`src/rtl/uart_byte_rx_if.sv`:
```
// Byte-level connection between the serial receiver and the line/consumer side.
// The receiver uses the slave view; the bench or upstream logic uses the master view.
interface uart_byte_rx_if;
    logic       RX;
    logic [7:0] data;
    logic       dataAvail;
    logic       RXvalid;
    logic       RXerror;

    modport master (
        output RX,
        input  data, dataAvail, RXvalid, RXerror
    );

    modport slave (
        input  RX,
        output data, dataAvail, RXvalid, RXerror
    );
endinterface

```
`src/rtl/uart_byte_rx.sv`:
```
// 8N1 serial byte receiver with false-start rejection and framing-error/break handling.
// Each good byte updates data, toggles dataAvail and pulses RXvalid in the same cycle.
module uart_byte_rx #(
    parameter int unsigned CLKS_PER_BIT = 434
) (
    input  logic          CLOCK,
    input  logic          reset,
    uart_byte_rx_if.slave rx_if
);

    localparam int unsigned     CNT_W   = $clog2(CLKS_PER_BIT);
    localparam logic [CNT_W-1:0] HALF_M1 = CNT_W'(CLKS_PER_BIT / 2 - 1);
    localparam logic [CNT_W-1:0] FULL_M1 = CNT_W'(CLKS_PER_BIT - 1);

    typedef enum logic [2:0] {IDLE, START, DATA, STOP, BREAK} state_e;

    state_e           state_q, state_d;
    logic [1:0]       sync_q, sync_d;
    logic [CNT_W-1:0] cnt_q, cnt_d;
    logic [2:0]       bit_idx_q, bit_idx_d;
    logic [7:0]       shift_q, shift_d;
    logic [7:0]       data_q, data_d;
    logic             avail_q, avail_d;
    logic             valid_q, valid_d;
    logic             error_q, error_d;
    logic             rx_s;

    assign rx_s = sync_q[1];

    always_comb begin
        // NOTE: every _d gets a default before the case so no path can infer a latch.
        state_d   = state_q;
        sync_d    = {sync_q[0], rx_if.RX};
        cnt_d     = cnt_q;
        bit_idx_d = bit_idx_q;
        shift_d   = shift_q;
        data_d    = data_q;
        avail_d   = avail_q;
        valid_d   = 1'b0;
        error_d   = 1'b0;

        case (state_q)
            IDLE: begin
                if (!rx_s) begin
                    cnt_d   = '0;
                    state_d = START;
                end
            end
            START: begin
                if (cnt_q == HALF_M1) begin
                    if (rx_s) begin
                        state_d = IDLE;
                    end else begin
                        cnt_d     = '0;
                        bit_idx_d = 3'd0;
                        state_d   = DATA;
                    end
                end else begin
                    cnt_d = cnt_q + CNT_W'(1);
                end
            end
            DATA: begin
                if (cnt_q == FULL_M1) begin
                    cnt_d              = '0;
                    shift_d[bit_idx_q] = rx_s;
                    bit_idx_d          = bit_idx_q + 3'd1;
                    if (bit_idx_q == 3'd7) state_d = STOP;
                end else begin
                    cnt_d = cnt_q + CNT_W'(1);
                end
            end
            STOP: begin
                // Leave at mid-stop-bit so a start edge right after the stop bit is caught.
                if (cnt_q == FULL_M1) begin
                    cnt_d = '0;
                    if (rx_s) begin
                        data_d  = shift_q;
                        avail_d = ~avail_q;
                        valid_d = 1'b1;
                        state_d = IDLE;
                    end else begin
                        error_d = 1'b1;
                        state_d = BREAK;
                    end
                end else begin
                    cnt_d = cnt_q + CNT_W'(1);
                end
            end
            BREAK: begin
                if (rx_s) state_d = IDLE;
            end
            default: state_d = IDLE;
        endcase
    end

    // NOTE: state is updated with non-blocking assignments so all flops sample together.
    always_ff @(posedge CLOCK or negedge reset) begin
        if (!reset) begin
            state_q   <= IDLE;
            sync_q    <= 2'b11;
            cnt_q     <= '0;
            bit_idx_q <= 3'd0;
            shift_q   <= 8'h00;
            data_q    <= 8'h00;
            avail_q   <= 1'b0;
            valid_q   <= 1'b0;
            error_q   <= 1'b0;
        end else begin
            state_q   <= state_d;
            sync_q    <= sync_d;
            cnt_q     <= cnt_d;
            bit_idx_q <= bit_idx_d;
            shift_q   <= shift_d;
            data_q    <= data_d;
            avail_q   <= avail_d;
            valid_q   <= valid_d;
            error_q   <= error_d;
        end
    end

    assign rx_if.data      = data_q;
    assign rx_if.dataAvail = avail_q;
    assign rx_if.RXvalid   = valid_q;
    assign rx_if.RXerror   = error_q;

endmodule

```
`src/flat_wrapper.sv`:
```
// flat-port wrapper written by rule: the top's interface ports become plain ports
module uart_byte_rx_flat 
#(
    parameter int unsigned CLKS_PER_BIT = 434
)
  (CLOCK, reset, rx_if_RX, rx_if_data, rx_if_dataAvail, rx_if_RXvalid, rx_if_RXerror);
  uart_byte_rx_if rx_if_i ();
  input  logic CLOCK;
  input  logic reset;
  input wire logic [$bits(rx_if_i.RX)-1:0] rx_if_RX;
  output wire logic [$bits(rx_if_i.data)-1:0] rx_if_data;
  output wire logic [$bits(rx_if_i.dataAvail)-1:0] rx_if_dataAvail;
  output wire logic [$bits(rx_if_i.RXvalid)-1:0] rx_if_RXvalid;
  output wire logic [$bits(rx_if_i.RXerror)-1:0] rx_if_RXerror;
  assign rx_if_i.RX = rx_if_RX;
  assign rx_if_data = rx_if_i.data;
  assign rx_if_dataAvail = rx_if_i.dataAvail;
  assign rx_if_RXvalid = rx_if_i.RXvalid;
  assign rx_if_RXerror = rx_if_i.RXerror;
  uart_byte_rx #(.CLKS_PER_BIT(CLKS_PER_BIT)) u_core (.CLOCK(CLOCK), .reset(reset), .rx_if(rx_if_i));
endmodule
```
`config.mk`:
```
export PLATFORM = sky130hd
export DESIGN_NAME = uart_byte_rx_flat
export DESIGN_NICKNAME = d
export VERILOG_FILES = /design/src/rtl/uart_byte_rx_if.sv /design/src/rtl/uart_byte_rx.sv /design/src/flat_wrapper.sv
export SDC_FILE = /design/constraint.sdc
export NUM_CORES = 1
export LEC_CHECK = 0
export CORE_MARGIN = 10
export CORE_UTILIZATION = 35
export CTS_BUF_LIST = sky130_fd_sc_hd__clkbuf_8
export CTS_CLUSTER_DIAMETER = 80
export DETAILED_ROUTE_END_ITERATION = 8
export PLACE_DENSITY = 0.58
export SYNTH_ARGS = -nofsm -noshare
export SYNTH_HDL_FRONTEND = slang
export SYNTH_SLANG_ARGS = --single-unit
```
`constraint.sdc`:
```
create_clock -name CLOCK -period 4.2 [get_ports CLOCK]
set_input_delay 0.42 -clock CLOCK [delete_from_list [all_inputs] [get_ports CLOCK]]
set_output_delay 0.42 -clock CLOCK [all_outputs]
set_load 0.02 [all_outputs]
```
Word level (Yosys, flattened, before mapping)
Cells that the tools add are included.
{"block": "word_totals", "word_cells": 63, "output_inout_bits": 11, "ff_bits": 36, "input_bits": 3}
{"block": "classes", "reduce_logical": 9, "n_mux": 26, "n_eq_ne": 14, "n_bitwise": 1, "order_cmp": 2, "add_sub_neg": 2}
{"cell": "2-to-1 mux 3 bit", "n": 10}
{"cell": "2-to-1 mux 9 bit", "n": 3}
{"cell": "one-hot mux 9 bit (3 select lines)", "n": 1}
{"cell": "one-hot mux 3 bit (5 select lines)", "n": 1}
{"cell": "inequality test 2 x 1 -> 1 bit (second input constant)", "n": 5}
{"cell": "adder 9 x 1 -> 9 bit (second input constant)", "n": 1}
{"cell": "equality test 9 x 8 -> 1 bit (second input constant)", "n": 1}
{"cell": "equality test 9 bit (second input constant)", "n": 1}
{"cell": "bitwise mux 8 bit", "n": 1}
{"cell": "2-to-1 mux 1 bit", "n": 7}
{"cell": "equality test 3 x 2 -> 1 bit (second input constant)", "n": 2}
{"cell": "equality test 3 bit (second input constant)", "n": 2}
{"cell": "one-hot mux 3 bit (2 select lines)", "n": 1}
{"cell": "AND reduction 6 bit", "n": 1}
{"cell": "less-than comparator 3 x 4 -> 1 bit (second input constant)", "n": 1}
{"cell": "inequality test 2 bit (second input constant)", "n": 2}
{"cell": "AND reduction 4 bit", "n": 1}
{"cell": "adder 3 x 1 -> 3 bit (second input constant)", "n": 1}
{"cell": "demux 1 bit (select 3 bit)", "n": 1}
{"cell": "equality test 3 x 1 -> 1 bit (second input constant)", "n": 1}
{"cell": ">= comparator 3 x 1 -> 1 bit (second input constant)", "n": 1}
{"cell": "logical NOT 3 bit", "n": 1}
{"cell": "AND reduction 3 bit", "n": 1}
{"cell": "nonzero test 3 bit", "n": 1}
{"cell": "6 further kinds", "n": 6}

Logic depth before layout (Yosys ltp)
{"block": "logic_depth", "word_depth": 5, "ltp_mapped": 7, "ltp_nobuf": 6}

Worst setup path after synthesis
OpenSTA, ideal clock, no wires.
{"block": "synth_path", "kind": "reg2reg", "from": "reg u_core.cnt_q[0]", "to": "reg u_core.state_q[2]", "path_stages_with_launch": 8, "required_time_ns": 4.126, "period_less_slack_ns": 1.892, "setup_time_ns": 0.074, "path_buffers": 1, "arrival_time_ns": 1.818, "path_slack_ns": 2.308, "cell_sequence": "dfrtp_1 -> inv_1 -> ha_1 -> or4b_1 -> o21a_1 -> buf_6 -> or3_1 -> a21oi_2"}
{"block": "synth_between", "elab_chain_cells": 3, "word_cells_on_any_way": 6, "classes_between": "eq/ne (5); reduce/logical (1)"}
{"item": "from (decl)", "line": "uart_byte_rx.sv:19", "source": "logic [CNT_W-1:0] cnt_q, cnt_d;"}
{"item": "from (signal assigned)", "line": "uart_byte_rx.sv:111", "source": "cnt_q <= cnt_d;"}
{"item": "equality test 9 bit / equality test 9 x 8 -> 1 bit (equally long branches)", "line": "uart_byte_rx.sv:63, uart_byte_rx.sv:74, uart_byte_rx.sv:50"}
{"item": "inequality test 2 x 1 -> 1 bit (no source line)"}
{"item": "AND reduction 6 bit (no source line) (*)"}
{"item": "to (signal assigned)", "line": "uart_byte_rx.sv:109", "source": "state_q <= state_d;"}
{"item": "to (decl)", "line": "uart_byte_rx.sv:17", "source": "state_e state_q, state_d;"}
Mark *: on every way between the ends. The rest lies on a longest branch, timed or not.
A chain may end at the register's enable or synchronous reset.

Worst setup path after layout
{"block": "layout_path", "from": "reg u_core.cnt_q[1]", "to": "reg u_core.state_q[0]"}
The elaborated chain is that of the path after synthesis.

==> flow_metrics.env <==
export IMPL_grtUsageTotal=0.0890
export IMPL_io_buffers=13
export IMPL_core_um2=5040
export IMPL_wl_per_cell_um=13.8
export IMPL_hold_violations=0
export IMPL_critical_path_class="flip-flop to flip-flop"
export IMPL_place_hpwl_mm=2.46
export IMPL_synth_top_cell_by_area="dfrtp_1"
export IMPL_clkSlewWorstSetupHoldPaths_ns=0.07
export IMPL_cts_sinks=36
export IMPL_layout_drive_gt1_share=0.182
export IMPL_leakage_uw=0.000884
export IMPL_final_setup_viol_count=0
export IMPL_utilization=0.413
export IMPL_fin_hold_ws_ns=0.360
export IMPL_gp_congestion=0.841
export IMPL_row_count=26
export IMPL_htreeDepth=2
export IMPL_diodes=0
export IMPL_reg2reg_depth=6
export IMPL_max_cap_violations=0
export IMPL_synth_seq_cells=36
export IMPL_cts_repair_resized=0
export IMPL_final_area_um2=2080
export IMPL_path_max_fanout=11
export IMPL_synthesis_nets=175
export IMPL_cts_tree="done"
export IMPL_fin_setup_tns_ns=0
export IMPL_status="complete, no violations"
export IMPL_clk_latency_ns=0.29
export IMPL_peakVddDrop_mv=0.177
export IMPL_fin_nets=189
export IMPL_cts_hold_buf=0
export IMPL_netlist_instances=167
export IMPL_grt_pass1_wl_mm=6.24
export IMPL_tightest_slew_ns=0.855
export IMPL_power_density_nw_per_um2=299
export IMPL_crit_reg2reg_launch="u_core.cnt_q[1]$_DFFE_PN0P_"
export IMPL_first_iter_violations=78
export IMPL_async_reset_ff_frac=1.00
export IMPL_grt_pass1_vias=1328
export IMPL_final_max_slew_viol_count=0
export IMPL_die_w_um=91.7
export IMPL_dieArea_um2=8400
export IMPL_rsz0062_at_grt="false"
export IMPL_max_clock_freq_mhz=432
export IMPL_dr_pass1_iters=4
export IMPL_cts_setup_buffers=0
export IMPL_synth_top_area_share=0.473
export IMPL_synth_area_per_cell_um2=10.8
export IMPL_dp_worst_setup_slack_ns=1.94
export IMPL_synth_edf_count=0
export IMPL_wirelength_mm=3.46
export IMPL_placed_area_um2=1990
export IMPL_synthTopCellsByArea="dfrtp_1, mux2_2, ha_1"
export IMPL_syn_area_um2=1800
export IMPL_yosysWarnings=0
export IMPL_cp_data_arrival_time_ns=2.49
export IMPL_setup_slack_ns=1.88
export IMPL_endpoint_kind="flip-flop"
export IMPL_finalCritPeriodShare=0.551
export IMPL_cp_required_ns=4.38
export IMPL_syn_to_final_growth_pct=15.9
export IMPL_io_pins=14
export IMPL_cts_buffer_depth=2
export IMPL_synthDistinctLibCells=40
export IMPL_cts_buffers=5
export IMPL_min_to="u_core.sync_q[1]$_DFF_PN1_"
export IMPL_grt_max_degree=37
export IMPL_r2r_end="u_core.state_q[0]$_DFFE_PN0P_"
export IMPL_grt_antenna_before_repair=0
export IMPL_worstHoldPathCells=0
export IMPL_yosysSeqAreaShare=0.502
export IMPL_regToRegSetupSlack_ns=1.88
export IMPL_initial_core_util=0.357
export IMPL_viasPerCell=5.07
export IMPL_finalCriticalPeriod_ns=2.32
export IMPL_drcViolationCount=0
export IMPL_finClkSkew_ns=0.00791
export IMPL_ys_dominant_reg_cell="dfrtp_1"
export IMPL_slew_headroom=0.430
export IMPL_die_y_um=91.7
export IMPL_start_kind="flip-flop"
export IMPL_vias=1273
export IMPL_ant_nets=0
export IMPL_grt_overflow=0
export IMPL_min_path_type="flip-flop to flip-flop"
export IMPL_min_delay_start="u_core.sync_q[0]$_DFF_PN1_"
export IMPL_root_buffer="clkbuf_8"
[synth_stat cells (3+ instances only)]
master and number:
dfrtp_1 34, mux2_2 17, inv_1 13, nand2_1 10, nor3_1 10, o21ai_0 10, nor2_1 7, nand3_1 6
clkbuf_1 5, ha_1 5, o22ai_1 5, o21a_1 4, a21oi_1 3, mux2i_1 3, nor2b_1 3
[layout by cell type, fill, tap and decap left out, types with 3 or more instances in the layout]
cell type / instances
dfrtp_1: 34
mux2_2: 17
inv_1: 13
clkdlybuf4s50_1: 13
nand2_1: 10
nor3_1: 10
o21ai_0: 10
nor2_1: 7
clkbuf_8: 7
nand3_1: 6
o22ai_1: 5
ha_1: 5
o21a_1: 4
nor2b_1: 3
a21oi_1: 3
mux2i_1: 3
[metrics by stage]
stage,std cells,total power [uW]
2_1_floorplan,167,358
3_3_place_gp,244,368
3_5_place_dp,244,369
4_1_cts,251,635
5_1_grt,251,650
6_report,251,624
[worst max-delay path by stage]
stage                                startpoint                             to  slack, ns  depth (start not counted)
floorplan           u_core.cnt_q[0]$_DFFE_PN0P_  u_core.state_q[2]$_DFFE_PN0P_       2.31                          7
global placement    u_core.cnt_q[0]$_DFFE_PN0P_  u_core.state_q[0]$_DFFE_PN0P_       2.06                          5
detailed placement  u_core.cnt_q[1]$_DFFE_PN0P_  u_core.state_q[0]$_DFFE_PN0P_       1.94                          6
CTS                 u_core.cnt_q[1]$_DFFE_PN0P_  u_core.state_q[0]$_DFFE_PN0P_       1.94                          6
global route        u_core.cnt_q[1]$_DFFE_PN0P_  u_core.state_q[0]$_DFFE_PN0P_       1.75                          6
finish              u_core.cnt_q[1]$_DFFE_PN0P_  u_core.state_q[0]$_DFFE_PN0P_       1.88                          6
[cell families (layout without fill, tap and decap cells)]
family	after synthesis	after routing	synth area share
multiplexers	20	20	0.123
AND/OR/NAND/NOR	55	55	0.174
XOR/XNOR	1	1	0.00487
buffers and inverters	20	34	0.0466
AO/OA/AOI/OAI	30	30	0.114
adder cells (fa/ha/maj)	5	5	0.0348
flip-flops	36	36	0.502
[metal layers]
layer  track usage  wire [um]  vias to the layer above  part of all wire
met3        0.0334        175                        6             0.051
met5             0          0                        -                 0
met4        0.0287         44                        0             0.013
met1        0.0991       1510                      615              0.44
li1              -          -                      625                 -
met2         0.153       1730                       27              0.50
[cell type report]
class	count	area (um2)
clock buffer	7	96.3
fill	493	2960
inverter	13	48.8
multi-input combinational	111	811
sequential	36	903
tap	70	87.6
timing repair buffer	14	138
[sequential cells by signal, summed over array words and instances, names as in the netlist]
name,flops
u_core.cnt_q,9
u_core.rx_if.data,8
u_core.shift_q,8
u_core.bit_idx_q,3
u_core.state_q,3
u_core.sync_q,2
u_core.rx_if.RXerror,1
u_core.rx_if.RXvalid,1
u_core.rx_if.dataAvail,1
[report_power, final]
| part | switching, uW | internal [uW] | total, uW | leakage (uW) |
|---|---|---|---|---|
| clock network | 116 | 146 | 262 | 0.0000503 |
| logic | 8.06 | 2.86 | 10.9 | 0.000352 |
| registers | 1.89 | 348 | 350 | 0.000481 |
[worst max-delay path: stages (launching register included)]
cell	delay (ns)
dfrtp_1	0.40
inv_1	0.09
ha_1	0.20
and4_2	0.27
a21oi_1	0.69
nor2_1	0.23
mux2_2	0.33
Power figures use the tool's default switching activity.
